### src/rtl/servo_frame_scheduler_pkg.sv
// Shared constants, FSM encoding and width helpers for the servo frame scheduler.
// Latency: n/a (declarations and pure functions only).
// Backpressure: n/a.
package servo_pkg;

    localparam int SERVO_US_W       = 12;
    localparam int DEF_PULSE_MIN_US = 650;
    localparam int DEF_PULSE_MAX_US = 2600;
    localparam int DEF_GUARD_US     = 50;
    localparam int DEF_SLEW_US      = 20;

    // SLOT is a zero-time decision phase: the FSM passes through it inside one
    // cycle and the state register never holds it.
    localparam logic [2:0] ST_IDLE  = 3'd0;
    localparam logic [2:0] ST_SLOT  = 3'd1;
    localparam logic [2:0] ST_PULSE = 3'd2;
    localparam logic [2:0] ST_GUARD = 3'd3;
    localparam logic [2:0] ST_WAIT  = 3'd4;

    // Rest position between the clamp limits.
    function automatic int center_us(input int lo, input int hi);
        return (lo + hi) / 2;
    endfunction

    function automatic logic [SERVO_US_W-1:0] clamp_us(
        input logic [SERVO_US_W-1:0] us,
        input logic [SERVO_US_W-1:0] lo,
        input logic [SERVO_US_W-1:0] hi
    );
        if (us < lo) return lo;
        if (us > hi) return hi;
        return us;
    endfunction

    // Move cur toward tgt by at most step; both are already clamped, so the
    // result stays inside [lo, hi] and never wraps.
    function automatic logic [SERVO_US_W-1:0] slew_step(
        input logic [SERVO_US_W-1:0] cur,
        input logic [SERVO_US_W-1:0] tgt,
        input logic [SERVO_US_W-1:0] step
    );
        if (tgt > cur) return ((tgt - cur) > step) ? cur + step : tgt;
        return ((cur - tgt) > step) ? cur - step : tgt;
    endfunction

endpackage

### src/rtl/servo_frame_scheduler_us_tick_gen.sv
// Microsecond tick divider: one-cycle tick every CLK_HZ/1e6 clocks.
// Latency: first tick CLK_HZ/1e6 - 1 cycles after reset release, then periodic.
// Backpressure: none, free running.  Ports: CLK, RST_N in; tick out.
module us_tick_gen #(
    parameter int CLK_HZ = 12_000_000
) (
    input  logic CLK,
    input  logic RST_N,
    output logic tick
);
    localparam int DIV = CLK_HZ / 1_000_000;
    localparam int CW  = (DIV > 1) ? $clog2(DIV) : 1;
    localparam logic [CW-1:0] LAST = CW'(DIV - 1);

    logic [CW-1:0] cnt_q, cnt_d;

    assign tick = (cnt_q == LAST);

    always_comb begin
        cnt_d = tick ? '0 : cnt_q + CW'(1);
    end

    always_ff @(posedge CLK or negedge RST_N) begin
        if (!RST_N) cnt_q <= '0;
        else        cnt_q <= cnt_d;
    end

endmodule

### src/rtl/servo_frame_scheduler.sv
// Time-multiplexes one us pulse timer over N_CH servos in a fixed frame; pulses back-to-back, GUARD_US gap after each.
// Latency: setpoint write lands in target one cycle after acceptance, used at the channel's next slot start.
// Backpressure: set_ready is 1 from the first cycle after reset; one write per cycle, set_ch >= N_CH discarded.
// Ports: CLK, RST_N; set_valid/set_ready/set_ch/set_us write port; ch_enable per-channel enable;
//        servo_out PWM pins; frame_start one-cycle frame marker; active_ch channel in pulse/guard (N_CH idle).
// Option: SERVO_SLEW_LIMIT_EN limits the width change per frame to SLEW_US.
module servo_frame_scheduler
    import servo_pkg::*;
#(
    parameter int CLK_HZ       = 12_000_000,
    parameter int N_CH         = 4,
    parameter int FRAME_US     = 20000,
    parameter int PULSE_MIN_US = DEF_PULSE_MIN_US,
    parameter int PULSE_MAX_US = DEF_PULSE_MAX_US,
    parameter int GUARD_US     = DEF_GUARD_US,
    parameter int SLEW_US      = DEF_SLEW_US
) (
    input  logic                  CLK,
    input  logic                  RST_N,
    input  logic                  set_valid,
    output logic                  set_ready,
    input  logic [2:0]            set_ch,
    input  logic [SERVO_US_W-1:0] set_us,
    input  logic [N_CH-1:0]       ch_enable,
    output logic [N_CH-1:0]       servo_out,
    output logic                  frame_start,
    output logic [2:0]            active_ch
);
    localparam int W   = SERVO_US_W;
    localparam int FCW = $clog2(FRAME_US);
    localparam logic [W-1:0]   MIN_W      = W'(PULSE_MIN_US);
    localparam logic [W-1:0]   MAX_W      = W'(PULSE_MAX_US);
    localparam logic [W-1:0]   CENTER_W   = W'(center_us(PULSE_MIN_US, PULSE_MAX_US));
    localparam logic [W-1:0]   GUARD_W    = W'(GUARD_US);
    localparam logic [FCW-1:0] FRAME_LAST = FCW'(FRAME_US - 1);
    localparam logic [2:0]     IDLE_CH    = 3'(N_CH);
`ifdef SERVO_SLEW_LIMIT_EN
    localparam logic [W-1:0]   SLEW_W     = W'(SLEW_US);
`endif

    if (N_CH < 1 || N_CH > 8) begin : g_chk_nch
        $error("servo_frame_scheduler: N_CH must be 1..8");
    end
    if (N_CH * (PULSE_MAX_US + GUARD_US) >= FRAME_US) begin : g_chk_frame
        $error("servo_frame_scheduler: channel slots do not fit in the frame");
    end
    if ((CLK_HZ % 1_000_000) != 0 || CLK_HZ < 2_000_000) begin : g_chk_clk
        $error("servo_frame_scheduler: CLK_HZ must be an integer multiple >= 2 of 1 MHz");
    end
    if (GUARD_US < 1 || SLEW_US < 1) begin : g_chk_guard
        $error("servo_frame_scheduler: GUARD_US and SLEW_US must be >= 1");
    end

    logic tick;

    us_tick_gen #(.CLK_HZ(CLK_HZ)) u_tick (
        .CLK   (CLK),
        .RST_N (RST_N),
        .tick  (tick)
    );

    logic [2:0]     state_q, state_d;
    logic [2:0]     ch_q, ch_d;
    logic [W-1:0]   rem_q, rem_d;
    logic [N_CH-1:0] servo_q, servo_d;
    logic           frame_start_q, frame_start_d;
    logic [2:0]     active_ch_q, active_ch_d;
    logic [FCW-1:0] frame_cnt_q, frame_cnt_d;
    logic           set_ready_q, set_ready_d;
    logic [W-1:0]   target_q [N_CH];
    logic [W-1:0]   target_d [N_CH];
    logic [W-1:0]   active_q [N_CH];
    logic [W-1:0]   active_d [N_CH];

    logic           frame_begin;
    logic [3:0]     slot_from;
    logic           found;
    logic [2:0]     sel;
    logic [W-1:0]   new_w;

    // Microsecond 0 of every frame is the tick seen while the counter reads 0.
    assign frame_begin = tick && (frame_cnt_q == '0);

    always_comb begin
        state_d       = state_q;
        ch_d          = ch_q;
        rem_d         = rem_q;
        servo_d       = servo_q;
        frame_start_d = 1'b0;
        frame_cnt_d   = frame_cnt_q;
        set_ready_d   = 1'b1;
        target_d      = target_q;
        active_d      = active_q;
        slot_from     = '0;
        found         = 1'b0;
        sel           = '0;
        new_w         = '0;

        if (tick) frame_cnt_d = (frame_cnt_q == FRAME_LAST) ? '0 : frame_cnt_q + FCW'(1);

        for (int j = 0; j < N_CH; j++) begin
            if (set_valid && set_ready_q && (int'(set_ch) == j))
                target_d[j] = clamp_us(set_us, MIN_W, MAX_W);
        end

        case (state_q)
            ST_IDLE, ST_WAIT: begin
                if (frame_begin) begin
                    frame_start_d = 1'b1;
                    state_d       = ST_SLOT;
                    slot_from     = '0;
                end
            end
            ST_PULSE: begin
                if (tick) begin
                    if (rem_q == W'(1)) begin
                        servo_d = '0;
                        state_d = ST_GUARD;
                        rem_d   = GUARD_W;
                    end else begin
                        rem_d = rem_q - W'(1);
                    end
                end
            end
            ST_GUARD: begin
                if (tick) begin
                    if (rem_q == W'(1)) begin
                        state_d   = ST_SLOT;
                        slot_from = {1'b0, ch_q} + 4'd1;
                    end else begin
                        rem_d = rem_q - W'(1);
                    end
                end
            end
            default: state_d = ST_IDLE;
        endcase

        // Slot resolution: disabled channels are skipped in the same cycle, so
        // the first enabled channel at or after slot_from starts right away.
        // The latch reads target_q, so a write landing this cycle waits a frame.
        if (state_d == ST_SLOT) begin
            for (int j = 0; j < N_CH; j++) begin
                if (!found && (j >= int'(slot_from)) && ch_enable[j]) begin
                    found = 1'b1;
                    sel   = 3'(j);
`ifdef SERVO_SLEW_LIMIT_EN
                    new_w = slew_step(active_q[j], target_q[j], SLEW_W);
`else
                    new_w = target_q[j];
`endif
                    active_d[j] = new_w;
                    servo_d     = '0;
                    servo_d[j]  = 1'b1;
                end
            end
            if (found) begin
                state_d = ST_PULSE;
                ch_d    = sel;
                rem_d   = new_w;
            end else begin
                state_d = ST_WAIT;
            end
        end

        active_ch_d = (state_d == ST_PULSE || state_d == ST_GUARD) ? ch_d : IDLE_CH;
    end

    always_ff @(posedge CLK or negedge RST_N) begin
        if (!RST_N) begin
            state_q       <= ST_IDLE;
            ch_q          <= '0;
            rem_q         <= '0;
            servo_q       <= '0;
            frame_start_q <= 1'b0;
            active_ch_q   <= IDLE_CH;
            frame_cnt_q   <= '0;
            set_ready_q   <= 1'b0;
            for (int j = 0; j < N_CH; j++) begin
                target_q[j] <= CENTER_W;
                active_q[j] <= CENTER_W;
            end
        end else begin
            state_q       <= state_d;
            ch_q          <= ch_d;
            rem_q         <= rem_d;
            servo_q       <= servo_d;
            frame_start_q <= frame_start_d;
            active_ch_q   <= active_ch_d;
            frame_cnt_q   <= frame_cnt_d;
            set_ready_q   <= set_ready_d;
            target_q      <= target_d;
            active_q      <= active_d;
        end
    end

    assign servo_out   = servo_q;
    assign frame_start = frame_start_q;
    assign active_ch   = active_ch_q;
    assign set_ready   = set_ready_q;

endmodule

### config.mk
export PLATFORM = sky130hd
export DESIGN_NAME = servo_frame_scheduler
export DESIGN_NICKNAME = d
export VERILOG_FILES = /design/src/rtl/servo_frame_scheduler_pkg.sv /design/src/rtl/servo_frame_scheduler_us_tick_gen.sv /design/src/rtl/servo_frame_scheduler.sv
export SDC_FILE = /design/constraint.sdc
export NUM_CORES = 1
export LEC_CHECK = 0
export ABC_CLOCK_PERIOD_IN_PS = 2950
export BUFFER_PORTS_ARGS = -buffer_cell sky130_fd_sc_hd__buf_2
export CORE_UTILIZATION = 60
export CTS_CLUSTER_DIAMETER = 40
export DETAILED_ROUTE_END_ITERATION = 7
export MAX_ROUTING_LAYER = met4
export PLACE_DENSITY = 0.89
export SETUP_SLACK_MARGIN = 0.02
export SLEW_MARGIN = 20
export SYNTH_ARGS = -nofsm -noshare
export SYNTH_HDL_FRONTEND = slang
export SYNTH_SLANG_ARGS = --single-unit
export TNS_END_PERCENT = 5
### constraint.sdc
create_clock -name CLK -period 2.95 [get_ports CLK]
set_input_delay 0.295 -clock CLK [delete_from_list [all_inputs] [get_ports CLK]]
set_output_delay 0.295 -clock CLK [all_outputs]
set_load 0.005 [all_outputs]
==> impl_metrics.py <==
metrics = {
    "logic_synthesis": {
        "ys_async_sr_fraction_pct": 100.0,
        "synth_edf_count": 0,
        "synth.avg_cell_area_um2": 9.374,
        "syn-num-nets": 535,
        "synth_cell_type_count": 64,
        "synth-main-ff-cell": "dfrtp_1",
        "yosysTopAreaCellShare_pct": 36.40,
        "synthTopCellsByArea": "dfrtp_1, dfstp_2, nand2_1, o21ai_0, nor2_1",
        "ys_warn_count": 0,
        "syn_area_mm2": 0.004743,
        "ys_seq_area_share_pct": 50.25,
        "synth-seq-cells": 94,
        "netlist_instances": 506,
        "yosys.area.top_type": "dfrtp_1",
    },
    "sta": {
        "setup_tns_ps": 0,
        "finalCriticalPeriod_ps": 2752,
        "fin_crit_sh_pct": 93.28,
        "max_freq_mhz": 363.4,
        "finClkSkew_ps": 19.80,
        "setup_viol": 0,
        "hold_viol_final": 0,
        "slew_headroom_pct": 45.84,
        "slew_viol_final": 0,
        "rsz0062_at_grt": "yes",
        "max_slew.worst_pin.slew_ps": 809.9,
    },
    "route": {
        "viasPerCell": 6.251,
        "ant_nets": 0,
        "vias": 4013,
        "first_pass_iters": 5,
        "wirelength_um": 10880,
        "drtIter0Drc": 398,
        "wl_per_cell_um": 16.94,
        "drc": 0,
    },
    "worst_setup_path": {
        "critPathMaxStageDelay_ps": 430,
        "worstPathArrival_ps": 2970,
        "cp_max_fo": 8,
        "cp-startpoint": "u_tick.cnt_q[0]",
        "r2r-start": "u_tick.cnt_q[0]",
        "start_kind": "flop",
        "worstSetupPathType": "flop to flop",
        "required_ps": 3170,
        "crit_path_end_kind": "flop",
        "rr_worst_depth": 8,
        "rr_endpoint": "rem_q[7]",
        "critPathCapture": "rem_q[7]",
        "reg2reg_slack_ps": 200,
        "slowest_stage": "or3_1",
        "path_cells": "ha_1 -> and3b_1 -> nand2_1 -> or3_1 -> o211a_1 -> buf_4 -> a222oi_1 -> a31oi_1",
    },
    "power_and_ir_drop": {
        "swShare_pct": 25.74,
        "power_density_mw_per_mm2": 528.0,
        "ir_drop_mv": 0.4148,
        "pwr-share-clk_pct": 34.7,
        "seq_power_share_pct": 56.2,
        "p_comb_share_pct": 9.0,
        "p_int_w": 0.002049,
        "leakagePower_nw": 2.315,
        "switchingPower_w": 0.0007100,
    },
    "clocking": {
        "clk_pin_slew_ps": 100,
        "clockBufferDepth": 2,
        "cts-root-buf": "clkbuf_8",
        "htree_levels": 3,
        "tritoncts": "done",
        "cts_num_sinks": 94,
        "hold_buffers": 0,
        "numCtsBuffers": 9,
        "clock_latency_ps": 370,
    },
    "place": {
        "dp_cells": 626,
        "place.gp.congestion": 0.9220,
        "dp_hpwl_um": 7566,
        "numPortBuffers": 30,
    },
    "floorplan": {
        "rows": 32,
        "die_y_um": 90.91,
        "initial_core_util_pct": 61.70,
        "core_area_mm2": 0.007687,
        "dieWidth_um": 90.91,
        "ioPinCount": 31,
        "fp.dieArea_mm2": 0.008265,
    },
    "min_path": {
        "min_path_type": "input port to asynchronous set/reset pin",
    },
    "job": {
        "drv_cap": 0,
    },
    "final_layout": {
        "drive_gt1_share_pct": 18.89,
        "syn_to_final_growth_pct": 10.16,
        "antenna_cells": 0,
        "nNetsFinal": 564,
        "layout.cells.non_filler": 642,
    },
    "global_routing": {
        "gr-usage-all-layers_pct": 29.21,
        "grt_max_degree": 61,
        "grt_pass1_wl_um": 18620,
        "grt_pass1_vias": 3974,
        "antenna_found_initial": 0,
        "grt-ovfl-total": 0,
    },
    "status": {
        "outcome": "finished, final reports clean",
    },
}
==> area by class of cell <==
| type | count | area (um^2) |
|---|---|---|
| tap | 102 | 127.6 |
| multi-input combinational | 380 | 2223 |
| inverter | 9 | 33.78 |
| clock buffer | 10 | 127.6 |
| fill | 593 | 2462 |
| timing repair buffer | 41 | 235.2 |
| sequential | 94 | 2384 |
| clock inverter | 6 | 93.84 |
==> layer usage <==
metal  track usage (%)  vias to the layer above  part of all wire [%]
met3             6.734                       36                   5.9
met5                 -                        -                     0
met2             48.99                      169                    51
met1             34.43                     1958                    41
met4             10.71                        0                   2.4
li1                  -                     1850                     -
==> how the worst min path moves through the flow <==
stage / startpoint / to / slack, ps / depth (start not counted)
after floorplan: RST_N / active_ch[0] / -0.6 / 0
after global placement: RST_N / u_tick.cnt_q[3] / 400 / 1
after detailed placement: RST_N / u_tick.cnt_q[2] / 410 / 1
after CTS: RST_N / state_q[0] / 20 / 1
after global routing: RST_N / frame_cnt_q[9] / 40 / 1
final: RST_N / frame_cnt_q[9] / 0.3 / 1
==> metrics by stage <==
| step | setup WS, ps | util (%) | instance area [um^2] | hold slack [ps] | power, W |
|---|---|---|---|---|---|
| 2_1_floorplan | 381.0 | - | 4743 | -0.5911 | 0.001688 |
| 3_3_place_gp | 252.5 | 65.01 | 4997 | 400.7 | 0.001785 |
| 3_5_place_dp | 152.5 | 65.01 | 4997 | 409.3 | 0.001808 |
| 4_1_cts | 112.6 | 67.89 | 5219 | 15.72 | 0.002763 |
| 5_1_grt | 8.252 | 67.97 | 5225 | 41.86 | 0.002862 |
| 6_report | 198.3 | 67.97 | 5225 | 0.3384 | 0.002759 |
==> registers in the layout (all words and copies together), names as in the netlist <==
register      count
target_q         48
frame_cnt_q      15
rem_q            12
servo_out         4
u_tick.cnt_q      4
active_ch         3
ch_q              3
state_q           3
frame_start       1
set_ready         1
==> placed cells by master, fill, tap and decap left out, types with 3 or more instances in the layout <==
cell / synthesis / layout
a211oi_1: 3 / 3
a21boi_0: 5 / 5
a21oi_1: 11 / 11
a221oi_1: 3 / 3
a222oi_1: 7 / 7
a22o_1: 4 / 4
a31oi_1: 8 / 8
and3_1: 13 / 13
buf_2: 3 / 29
buf_4: 1 / 12
clkbuf_8: 0 / 9
dfrtp_1: 69 / 69
dfstp_2: 25 / 25
ha_1: 7 / 7
inv_1: 8 / 8
mux2_2: 7 / 7
nand2_1: 93 / 93
nand2b_1: 5 / 5
nand3_1: 12 / 12
nand4_1: 4 / 4
nor2_1: 45 / 45
nor2b_1: 6 / 6
nor3_1: 10 / 10
nor4_1: 3 / 3
o21ai_0: 63 / 63
o31ai_1: 4 / 4
or3_1: 8 / 8
xnor2_1: 8 / 8
xor2_1: 6 / 6
==> cell families after synthesis <==
family,synth area share [%]
compound gates,17.78
buf+inv,3.007
other cells,0.07906
mux,1.873
flops,50.25
fa+ha+maj,1.846
xor+xnor,2.585
simple gates,22.58
==> synthesized netlist by cell type (3+ instances only) <==
master    number
nand2_1       93
dfrtp_1       69
o21ai_0       63
nor2_1        45
dfstp_2       25
clkbuf_1      17
and3_1        13
nand3_1       12
a21oi_1       11
nor3_1        10
a31oi_1        8
inv_1          8
or3_1          8
xnor2_1        8
a222oi_1       7
ha_1           7
mux2_2         7
nor2b_1        6
xor2_1         6
a21boi_0       5
nand2b_1       5
a22o_1         4
nand4_1        4
o31ai_1        4
a211oi_1       3
a221oi_1       3
buf_2          3
nor3b_1        3
nor4_1         3
o21a_1         3
==> power by group through the flow <==
stage / registers [W] / clock network, W / logic [W]
floorplan: 0.00153 / 0 / 0.000157
global placement: 0.00156 / 0 / 0.000227
detailed placement: 0.00156 / 0 / 0.000243
CTS: 0.00155 / 0.000966 / 0.000251
global route: 0.00156 / 0.00101 / 0.000288
finish: 0.00155 / 0.000958 / 0.000249
==> worst max-delay path: cells and delay by family (launching register included) <==
family,cells,cell delay [ps]
AND/OR/NAND/NOR,3,930
AO/OA/AOI/OAI,3,890
flip-flops,1,380
adder cells (fa/ha/maj),1,220
buffers and inverters,1,200
==> repair_timing <==
| item | CTS | global route |
|---|---|---|
| setup endpoints to repair | 0 | 16 |
| resized for setup | 0 | 2 |
| buffers inserted | 0 | 0 |
(Power assumes the default switching activity.)
